--- src/rtl/logic_alu_pipe.sv ---
// rtl/logic_alu_pipe.sv - two-stage pipelined AND/OR/XOR/ANDN unit with Y86 condition codes
module logic_alu_pipe #(
    parameter int WIDTH = 64,
    parameter int TAG_W = 4
) (
    input  logic             clk,
    input  logic             rst,
    input  logic             flush,
    input  logic             in_valid,
    output logic             in_ready,
    input  logic [1:0]       in_op,
    input  logic [WIDTH-1:0] in_a,
    input  logic [WIDTH-1:0] in_b,
    input  logic [TAG_W-1:0] in_tag,
    output logic             out_valid,
    input  logic             out_ready,
    output logic [WIDTH-1:0] out_res,
    output logic             out_zf,
    output logic             out_sf,
    output logic             out_of,
    output logic [TAG_W-1:0] out_tag
);
    logic             s1_valid_q, s1_valid_d;
    logic [1:0]       s1_op_q, s1_op_d;
    logic [WIDTH-1:0] s1_a_q, s1_a_d;
    logic [WIDTH-1:0] s1_b_q, s1_b_d;
    logic [TAG_W-1:0] s1_tag_q, s1_tag_d;

    logic             s2_valid_q, s2_valid_d;
    logic [WIDTH-1:0] s2_res_q, s2_res_d;
    logic             s2_zf_q, s2_zf_d;
    logic             s2_sf_q, s2_sf_d;
    logic [TAG_W-1:0] s2_tag_q, s2_tag_d;

    logic             s1_adv;
    logic             s2_adv;
    logic [WIDTH-1:0] f_res;

    always_comb begin
        case (s1_op_q)
            2'b00:   f_res = s1_a_q & s1_b_q;
            2'b01:   f_res = s1_a_q | s1_b_q;
            2'b10:   f_res = s1_a_q ^ s1_b_q;
            default: f_res = s1_a_q & ~s1_b_q;
        endcase
    end

    always_comb begin
        s2_adv     = !s2_valid_q || out_ready;
        s1_adv     = !s1_valid_q || s2_adv;

        s1_valid_d = s1_valid_q;
        s1_op_d    = s1_op_q;
        s1_a_d     = s1_a_q;
        s1_b_d     = s1_b_q;
        s1_tag_d   = s1_tag_q;
        s2_valid_d = s2_valid_q;
        s2_res_d   = s2_res_q;
        s2_zf_d    = s2_zf_q;
        s2_sf_d    = s2_sf_q;
        s2_tag_d   = s2_tag_q;

        if (s1_adv) begin
            s1_valid_d = in_valid;
            if (in_valid) begin
                s1_op_d  = in_op;
                s1_a_d   = in_a;
                s1_b_d   = in_b;
                s1_tag_d = in_tag;
            end
        end

        // Bubbles leave S2 data untouched so idle outputs keep their last (or reset) value.
        if (s2_adv) begin
            s2_valid_d = s1_valid_q;
            if (s1_valid_q) begin
                s2_res_d = f_res;
                s2_zf_d  = (f_res == '0);
                s2_sf_d  = f_res[WIDTH-1];
                s2_tag_d = s1_tag_q;
            end
        end

        if (flush) begin
            s1_valid_d = 1'b0;
            s2_valid_d = 1'b0;
        end
    end

    always_ff @(posedge clk) begin
        if (rst) begin
            s1_valid_q <= 1'b0;
            s1_op_q    <= '0;
            s1_a_q     <= '0;
            s1_b_q     <= '0;
            s1_tag_q   <= '0;
            s2_valid_q <= 1'b0;
            s2_res_q   <= '0;
            s2_zf_q    <= 1'b0;
            s2_sf_q    <= 1'b0;
            s2_tag_q   <= '0;
        end else begin
            s1_valid_q <= s1_valid_d;
            s1_op_q    <= s1_op_d;
            s1_a_q     <= s1_a_d;
            s1_b_q     <= s1_b_d;
            s1_tag_q   <= s1_tag_d;
            s2_valid_q <= s2_valid_d;
            s2_res_q   <= s2_res_d;
            s2_zf_q    <= s2_zf_d;
            s2_sf_q    <= s2_sf_d;
            s2_tag_q   <= s2_tag_d;
        end
    end

    assign in_ready  = s1_adv && !flush && !rst;
    assign out_valid = s2_valid_q;
    assign out_res   = s2_res_q;
    assign out_zf    = s2_zf_q;
    assign out_sf    = s2_sf_q;
    assign out_of    = 1'b0;
    assign out_tag   = s2_tag_q;
endmodule

--- config.mk ---
export PLATFORM = sky130hd
export DESIGN_NAME = logic_alu_pipe
export DESIGN_NICKNAME = d
export VERILOG_FILES = /design/src/rtl/logic_alu_pipe.sv
export SDC_FILE = /design/constraint.sdc
export NUM_CORES = 1
export LEC_CHECK = 0
export CORE_MARGIN = 5
export CORE_UTILIZATION = 45
export DETAILED_ROUTE_END_ITERATION = 10
export DONT_BUFFER_PORTS = 1
export PLACE_DENSITY = 0.57
export SLEW_MARGIN = 20
export SYNTH_ARGS = -nofsm -noshare
export SYNTH_HDL_FRONTEND = slang
export SYNTH_SLANG_ARGS = --single-unit
--- constraint.sdc ---
create_clock -name clk -period 5.2 [get_ports clk]
set_input_delay 0.52 -clock clk [delete_from_list [all_inputs] [get_ports clk]]
set_output_delay 0.52 -clock clk [all_outputs]
set_load 0.03 [all_outputs]
Word-level counts from Yosys, hierarchy flattened
Index checks and enable logic that the tools add are counted.
{"block": "totals", "regBits": 206, "latch_bits": 0, "ramBits": 0, "romBits": 0, "output_inout_bits": 73, "word_cells": 31, "mem_count": 0}
{"block": "op_classes", "addsub": 0, "n_mul": 0, "div_mod_pow": 0, "magnitude_cmp": 0, "n_eq_ne": 2, "n_shift": 0, "muxes": 1, "n_bitwise": 5, "reduce_logical": 13}
{"op": "$pmux W64 S3", "n": 1}
{"op": "$and A64 B64 Y64", "n": 2}
{"op": "$logic_not A64 Y1", "n": 1}
{"op": "$not A64 Y64", "n": 1}
{"op": "$or A64 B64 Y64", "n": 1}
{"op": "$xor A64 B64 Y64", "n": 1}
{"op": "$logic_not A1 Y1", "n": 4}
{"op": "$reduce_and A2 Y1", "n": 2}
{"op": "$eq A2 B1 Y1 const B", "n": 1}
{"op": "$eq A2 B2 Y1 const B", "n": 1}
{"op": "$logic_and A1 B1 Y1", "n": 2}
{"op": "$logic_not A2 Y1", "n": 1}
{"op": "$logic_or A1 B1 Y1", "n": 2}
{"op": "$reduce_or A2 Y1", "n": 1}

Depth between registers and ports, before layout
Gate-level depths: netlist of run 1.
{"block": "logic_depth", "word_depth": 5, "depth_mapped": 11, "mapped_depth_nobuf": 9}

Worst setup path after synthesis of run 1
OpenSTA, ideal clock, no wires.
{"block": "synth_path", "path_type": "input-to-output", "startpoint": "in rst", "endpoint": "out in_ready", "arrival_ps": 1684, "setup_slack_ps": 2996, "stages": 3, "path_buffers": 2, "cell_sequence": "clkbuf_1 -> clkbuf_1 -> a211oi_1"}
{"block": "synth_between", "elab_chain_len": 2}
{"element": "from (decl)", "line_no": "7", "text": "input logic rst,"}
{"element": "$logic_not A1 Y1", "line_no": "116", "text": "assign in_ready = s1_adv && !flush && !rst;"}
{"element": "$logic_and A1 B1 Y1", "line_no": "116"}
{"element": "to (decl)", "line_no": "10", "text": "output logic in_ready,"}
Every way passes these cells.

Worst setup path after layout of run 1
{"block": "layout_path", "startpoint": "reg s1_op_q[0]", "endpoint": "reg s2_zf_q (netlist: out_zf)"}
{"block": "layout_between", "elab_chain_len": 3}
{"element": "from (decl)", "line_no": "24", "text": "logic [1:0] s1_op_q, s1_op_d;"}
{"element": "from (signal assigned)", "line_no": "104", "text": "s1_op_q <= s1_op_d;"}
{"element": "$eq A2 B2 Y1 (tied with other cells)", "line_no": "40", "text": "case (s1_op_q)"}
{"element": "$pmux W64 S3 *", "line_no": "40"}
{"element": "$logic_not A64 Y1 *", "line_no": "78", "text": "s2_zf_d = (f_res == '0);"}
{"element": "to (signal assigned)", "line_no": "110", "text": "s2_zf_q <= s2_zf_d;"}
{"element": "to (decl)", "line_no": "31", "text": "logic s2_zf_q, s2_zf_d;"}
Mark *: on every way between the ends. The rest lies on a longest branch, timed or not.
A chain may end at the register's enable or synchronous reset.

==> summary.txt, run 1 <==
Drt
  – Wire per inst: 17.2 um
  – DRT antenna net count: 0
  – DRC violations left: 0
  – Final WL: 29300 um
  – Via/cell ratio: 5.25
  – Via count: 8931
  – DRT iter0 DRCs: 493
  – DR pass1 iterations: 5

Cells and area
  – Commonest non-fill, non-tap cell in the layout: nand2_1
  – Layout cell share with drive strength beyond 1: 4.06%
  – Antenna diode count: 0
  – Fill count: 2425
  – Area growth from synthesis to layout: 7.42%
  – Nets: 1569
  – Finished Core Util: 49.0%
  – Most frequent cells in the layout: nand2_1 (340), dfxtp_1 (205), a21oi_1 (191), inv_1 (131), nor2_1 (73)

GRT
  – Vias in the first global route: 8436
  – GRT Residual Overflow: 0
  – GRT Resource Usage Total: 21.3%
  – Global-route wire length before repair: 46100 um
  – Largest net degree at the start of global routing: 200
  – Initial antenna violation count: 2

Timing
  – Post-route minimum period: 3.38 ns
  – Final hold violations: 0
  – Final-report setup violation count: 0
  – RSZ-0062 raised after global routing: false
  – Max-slew violation count: 0
  – Setup ws final: 1.82 ns
  – Worst Skew: 0.0145 ns
  – Fin crit share: 65.0%
  – Relative slew slack: 30.9%
  – Fmax: 296 MHz
  – Worst Max-Slew Pin Slew: 1.03 ns
  – Setup TNS Final: 0 ns

Clocking
  – Htree depth: 1
  – Worst-path clk slew: 0.06 ns
  – Root Buffer: clkbuf_16
  – CTS buffer count: 25
  – Post-CTS Resized: 0
  – TritonCTS clock tree: done
  – Post-CTS setup buffer count: 0
  – Clk sink count: 205
  – Number of buffers inserted by hold repair at cts: 0
  – Clk buf depth: 3
  – Clk_lat worst skew: 0.52 ns

Setup path
  – Timing startpoint of the critical path: s1_op_q[0]
  – Crit Path Class: reg2reg
  – Crit path DAT: 3.84 ns
  – CP startpoint kind: flip-flop
  – Crit path cell chain: inv_1, ha_4, clkinv_2, buf_4, a31oi_1, nand4_1, nor4_1, and4_1, a31o_1
  – Slowest cell on crit path: clkinv_2
  – Slowest Stage Delay on Critical Path: 0.83 ns
  – Crit. End Element: flip-flop
  – Critical path peak fanout: 73
  – Worst EP required: 5.66 ns
  – RR Startpoint: s1_op_q[0]

Yosys
  – XOR/XNOR share of the synthesized area: 5.25%
  – Largest family of logic cells by synthesized area: simple AND/OR/NAND/NOR gates
  – Post-synthesis mux area share: 0.211%
  – Ranking of synthesized cells by area: dfxtp_1 (38%), nand2_1 (12%), a21oi_1 (9.0%), ha_1 (7.9%), xnor2_1 (4.8%)
  – Post-Synth Adder-Cell Area: 7.85%
  – Share of the synthesized area in the top cell type: 38.4%
  – Largest area contributor in the netlist: dfxtp_1
  – Seq/Total Area, Yosys: 38.4%
  – EDFF count, synth: 0
  – Synthesized Nets: 1636
  – Seq cells post-synth: 205
  – Complex-gate fraction of the synthesized area: 18.1%
  – Synth Area in Simple Gates: 20.7%
  – Mapped Cells: 1430
  – Synth cell types: 45
  – Synth Area per Inst: 7.47 um2
  – Syn. warnings: 0
  – Synth Flop Type: dfxtp_1
  – Async SR Flop Fraction: 0%
  – Synthesized cell area: 10700 um2

Run status
  – Status: finished, final reports clean

Place
  – GP Congestion: 0.824
  – Port Buffers: 0
  – Pre-CTS setup slack: 1.82 ns
  – Hpwl dp: 19900 um

Die
  – Die Ht: 164 um
  – # rows: 56
  – IO Pins: 212
  – Die X-Extent: 164 um
  – Core area: 23400 um2
  – Initial Util: 45.6%
  – Die area: 26900 um2

Worst hold path
  – Hold Path Class: in2reg
  – Hold path start: rst

Pwr
  – VDD IR-drop max: 192 uV
  – Lkg Pwr: 4.19 nW
  – Power density over the cells: 346 nW/um2

Flow run
  – Max_cap viols: 0
## path summary, 6_finish.rpt
path / endpoint / cells past startpoint / slack (ns)
setup reg to reg: out_zf / 9 / 1.82
hold / removal: s1_a_q[25] / 1 / 0.08
setup / recovery: out_zf / 9 / 1.82
hold reg to reg: out_tag[3] / 2 / 0.45
## layer usage
| layer | vias up | global-route usage, % | wire [um] |
|---|---|---|---|
| met5 | - | 0 | 16 |
| met4 | 4 | 5.18 | 673 |
| met3 | 46 | 6.12 | 2150 |
| met2 | 214 | 35.7 | 13700 |
| met1 | 4087 | 27.0 | 12700 |
| li1 | 4580 | - | - |
## logic make-up after synthesis
family | after synthesis
flip-flops | 205
AND/OR/NAND/NOR | 521
XOR/XNOR | 64
adder cells (fa/ha/maj) | 67
AO/OA/AOI/OAI | 335
other | 1
multiplexers | 2
buffers and inverters | 235
## final cells by class
class / count / area [um2] / area share [%]
timing repair buffer: 8 / 60.1 / 0.524
inverter: 133 / 500 / 4.36
multi-input combinational: 990 / 5600 / 48.8
clock buffer: 36 / 707 / 6.16
sequential: 205 / 4100 / 35.8
tap: 319 / 399 / 3.48
clock inverter: 9 / 100 / 0.873
## flip-flops by register name, summed over array words and instances (netlist names)
name        count
s1_a_q         64
s1_valid_q      1
s1_b_q         64
out_valid       1
s1_tag_q        4
s1_op_q         2
out_res        64
out_zf          1
out_tag         4
## Yosys cell counts (all sizes together), types with 4 or more instances
master,instances
nand2,341
dfxtp,205
a21oi,191
inv,133
nor2,73
ha,67
xnor2,59
clkbuf,58
a211oi,46
buf,44
a31oi,37
o21ai,33
nand2b,30
nor3,23
nand3,14
a2bb2oi,12
nand4,12
or2b,10
and3,6
a22oi,5
xor2,5
o31ai,4
## report_power, final
group / switching (W) / internal, W / leakage, nW
logic: 0.000287 / 0.000188 / 2.12
clock network: 0.000677 / 0.00104 / 0.393
registers: 0.000125 / 0.00165 / 1.68
## through the flow
step,hold slack [ns],power [W],std cells,area [um2]
after floorplan,0.432,0.00220,1430,10700
after global placement,0.441,0.00229,1655,10700
after detailed placement,0.445,0.00230,1655,10700
after CTS,0.0590,0.00402,1700,11500
after global routing,0.0541,0.00416,1700,11500
final,0.0809,0.00397,1700,11500
## critical path: cells and delay by family, from the launching register on
family	cells	cell delay, ns
adder cells (fa/ha/maj)	1	0.48
AO/OA/AOI/OAI	2	0.40
buffers and inverters	3	1.49
flip-flops	1	0.36
AND/OR/NAND/NOR	3	0.56
No activity file was read; power rests on OpenSTA's default activity.
==> run 2: changes to the inputs <==
Clock period 5.2 ns to 3.5 ns, I/O delays scaled along.
==> summary.txt, run 2 (synthesis results as in run 1) <==
Cells and area
  – Finished Core Util: 55.0%
  – Commonest non-fill, non-tap cell in the layout: nand2_1
  – Nets: 1706
  – Layout cell share with drive strength beyond 1: 4.02%
  – Area growth from synthesis to layout: 20.6%
  – Most frequent cells in the layout: nand2_1 (340), dfxtp_1 (205), a21oi_1 (191), inv_1 (131), dlygate4sd3_1 (129)

Clocking
  – Post-CTS setup buffer count: 0
  – Post-CTS Resized: 0
  – Worst-path clk slew: 0.06 ns
  – Htree depth: 1
  – CTS buffer count: 24
  – Root Buffer: clkbuf_16
  – Clk buf depth: 3
  – Clk_lat worst skew: 0.52 ns
  – Number of buffers inserted by hold repair at cts: 130
  – Clk sink count: 205
  – TritonCTS clock tree: done

Pwr
  – Lkg Pwr: 4.82 nW
  – P_int: 0.00430 W
  – Power density over the cells: 463 nW/um2
  – Net Sw Frac: 27.8%
  – VDD IR-drop max: 356 uV
  – Sequential Power Share: 44.3%
  – Switch Pwr: 0.00166 W
  – Clk pwr share: 40.6%
  – Total power draw: 0.00596 W
  – Comb pwr share: 15.1%

GRT
  – GRT Residual Overflow: 0
  – Initial antenna violation count: 1
  – Vias in the first global route: 9247
  – GRT Resource Usage Total: 22.7%
  – Largest net degree at the start of global routing: 181
  – Global-route wire length before repair: 49200 um

Timing
  – RSZ-0062 raised after global routing: false
  – Worst Skew: 0.0105 ns
  – Post-route minimum period: 2.86 ns
  – Final-report setup violation count: 0
  – Min Hold Slack: 0.0119 ns
  – Fin crit share: 81.8%
  – Worst Max-Slew Pin Slew: 1.00 ns
  – Setup TNS Final: 0 ns
  – Relative slew slack: 33.0%
  – Final hold violations: 0
  – Fmax: 349 MHz
  – Max-slew violation count: 0

Setup path
  – Crit. End Element: flip-flop
  – Crit path DAT: 3.32 ns
  – Crit Path Class: reg2reg
  – Slowest cell on crit path: and2_4
  – Register-to-Register Path Depth: 7
  – Critical path peak fanout: 87
  – Worst EP required: 3.96 ns
  – Reg2reg end: s1_a_q[25]
  – CP startpoint kind: flip-flop
  – RR Startpoint: out_valid
  – Slowest Stage Delay on Critical Path: 0.79 ns
  – R2R Setup Slk: 0.64 ns
  – Crit path top cell by count: nand2_1
  – Crit path cell chain: nor2b_1, nand2_1, and2_4, buf_4, nand2_1, a21oi_1, dlygate4sd3_1

Die
  – # rows: 56
  – Initial Util: 45.6%
  – Core area: 23400 um2
  – Die area: 26900 um2
  – IO Pins: 212
  – Die X-Extent: 164 um
  – Die Ht: 164 um

Drt
  – Via/cell ratio: 5.19
  – DRT iter0 DRCs: 596
  – Via count: 9532
  – Final WL: 31200 um
  – DRC violations left: 0
  – Wire per inst: 17.0 um
  – DRT antenna net count: 0
  – DR pass1 iterations: 5

Place
  – Port Buffers: 0
  – Hpwl dp: 20400 um
  – GP Congestion: 0.836

Worst hold path
  – Hold endpoint: s1_b_q[38]
  – Worst hold path cell count: 2
  – Hold Path Class: in2reg
  – Hold path start: in_b[38]

Run status
  – Status: finished, final reports clean

Flow run
  – Max_cap viols: 0
run 2: cell count changes in the layout (fill, tap and decap cells not counted), moves of 2 or more:
cell and change:
buf_12 +6, buf_4 +2, clkinvlp_4 -2, dlygate4sd3_1 +129
run 2: final cells by class:
class | instances | area (um2)
clock inverter | 6 | 58.8
clock buffer | 36 | 697
sequential | 205 | 4100
fill | 2246 | 10500
tap | 319 | 399
timing repair buffer | 146 | 1510
multi-input combinational | 990 | 5600
antenna | 1 | 2.50
inverter | 133 | 500
run 2: worst max-delay path: cells and delay by family, from the launching register on:
kind                   cells  cell delay, ns
and+or+nand+nor            4            1.29
buffers and inverters      2            0.95
AOI/OAI and AO/OA          1            0.13
DFF                        1            0.41
run 2: through the flow:
stage | instances | setup slack [ns] | area [um2]
floorplan | 1430 | 1.50 | 10700
global placement | 1663 | 1.03 | 10800
detailed placement | 1663 | 0.948 | 10800
CTS | 1835 | 0.645 | 12900
global route | 1836 | 0.412 | 12900
finish | 1836 | 0.636 | 12900
run 2: metal layers:
layer | global-route usage [%] | wire [um]
met5 | 0 | 0
met3 | 3.99 | 1610
met1 | 29.7 | 13700
met2 | 38.5 | 15000
met4 | 6.25 | 891
run 2: worst max-delay path by stage:
| stage | startpoint | endpoint | slack, ns |
|---|---|---|---|
| 2_1_floorplan | s1_op_q[0] | out_zf | 1.50 |
| 3_3_place_gp | s1_op_q[0] | out_zf | 1.03 |
| 3_5_place_dp | s1_op_q[0] | out_zf | 0.95 |
| 4_1_cts | out_valid | s1_b_q[25] | 0.64 |
| 5_1_grt | out_valid | s1_b_q[33] | 0.41 |
| 6_report | out_valid | s1_a_q[25] | 0.64 |
run 2: power by group through the flow:
stage / sequential [W] / clock (W) / combinational, W
after floorplan: 0.00265 / 0 / 0.000623
after global placement: 0.00269 / 0 / 0.000734
after detailed placement: 0.00269 / 0 / 0.000747
after CTS: 0.00264 / 0.00248 / 0.000907
after global routing: 0.00266 / 0.00257 / 0.00102
final: 0.00264 / 0.00242 / 0.000899
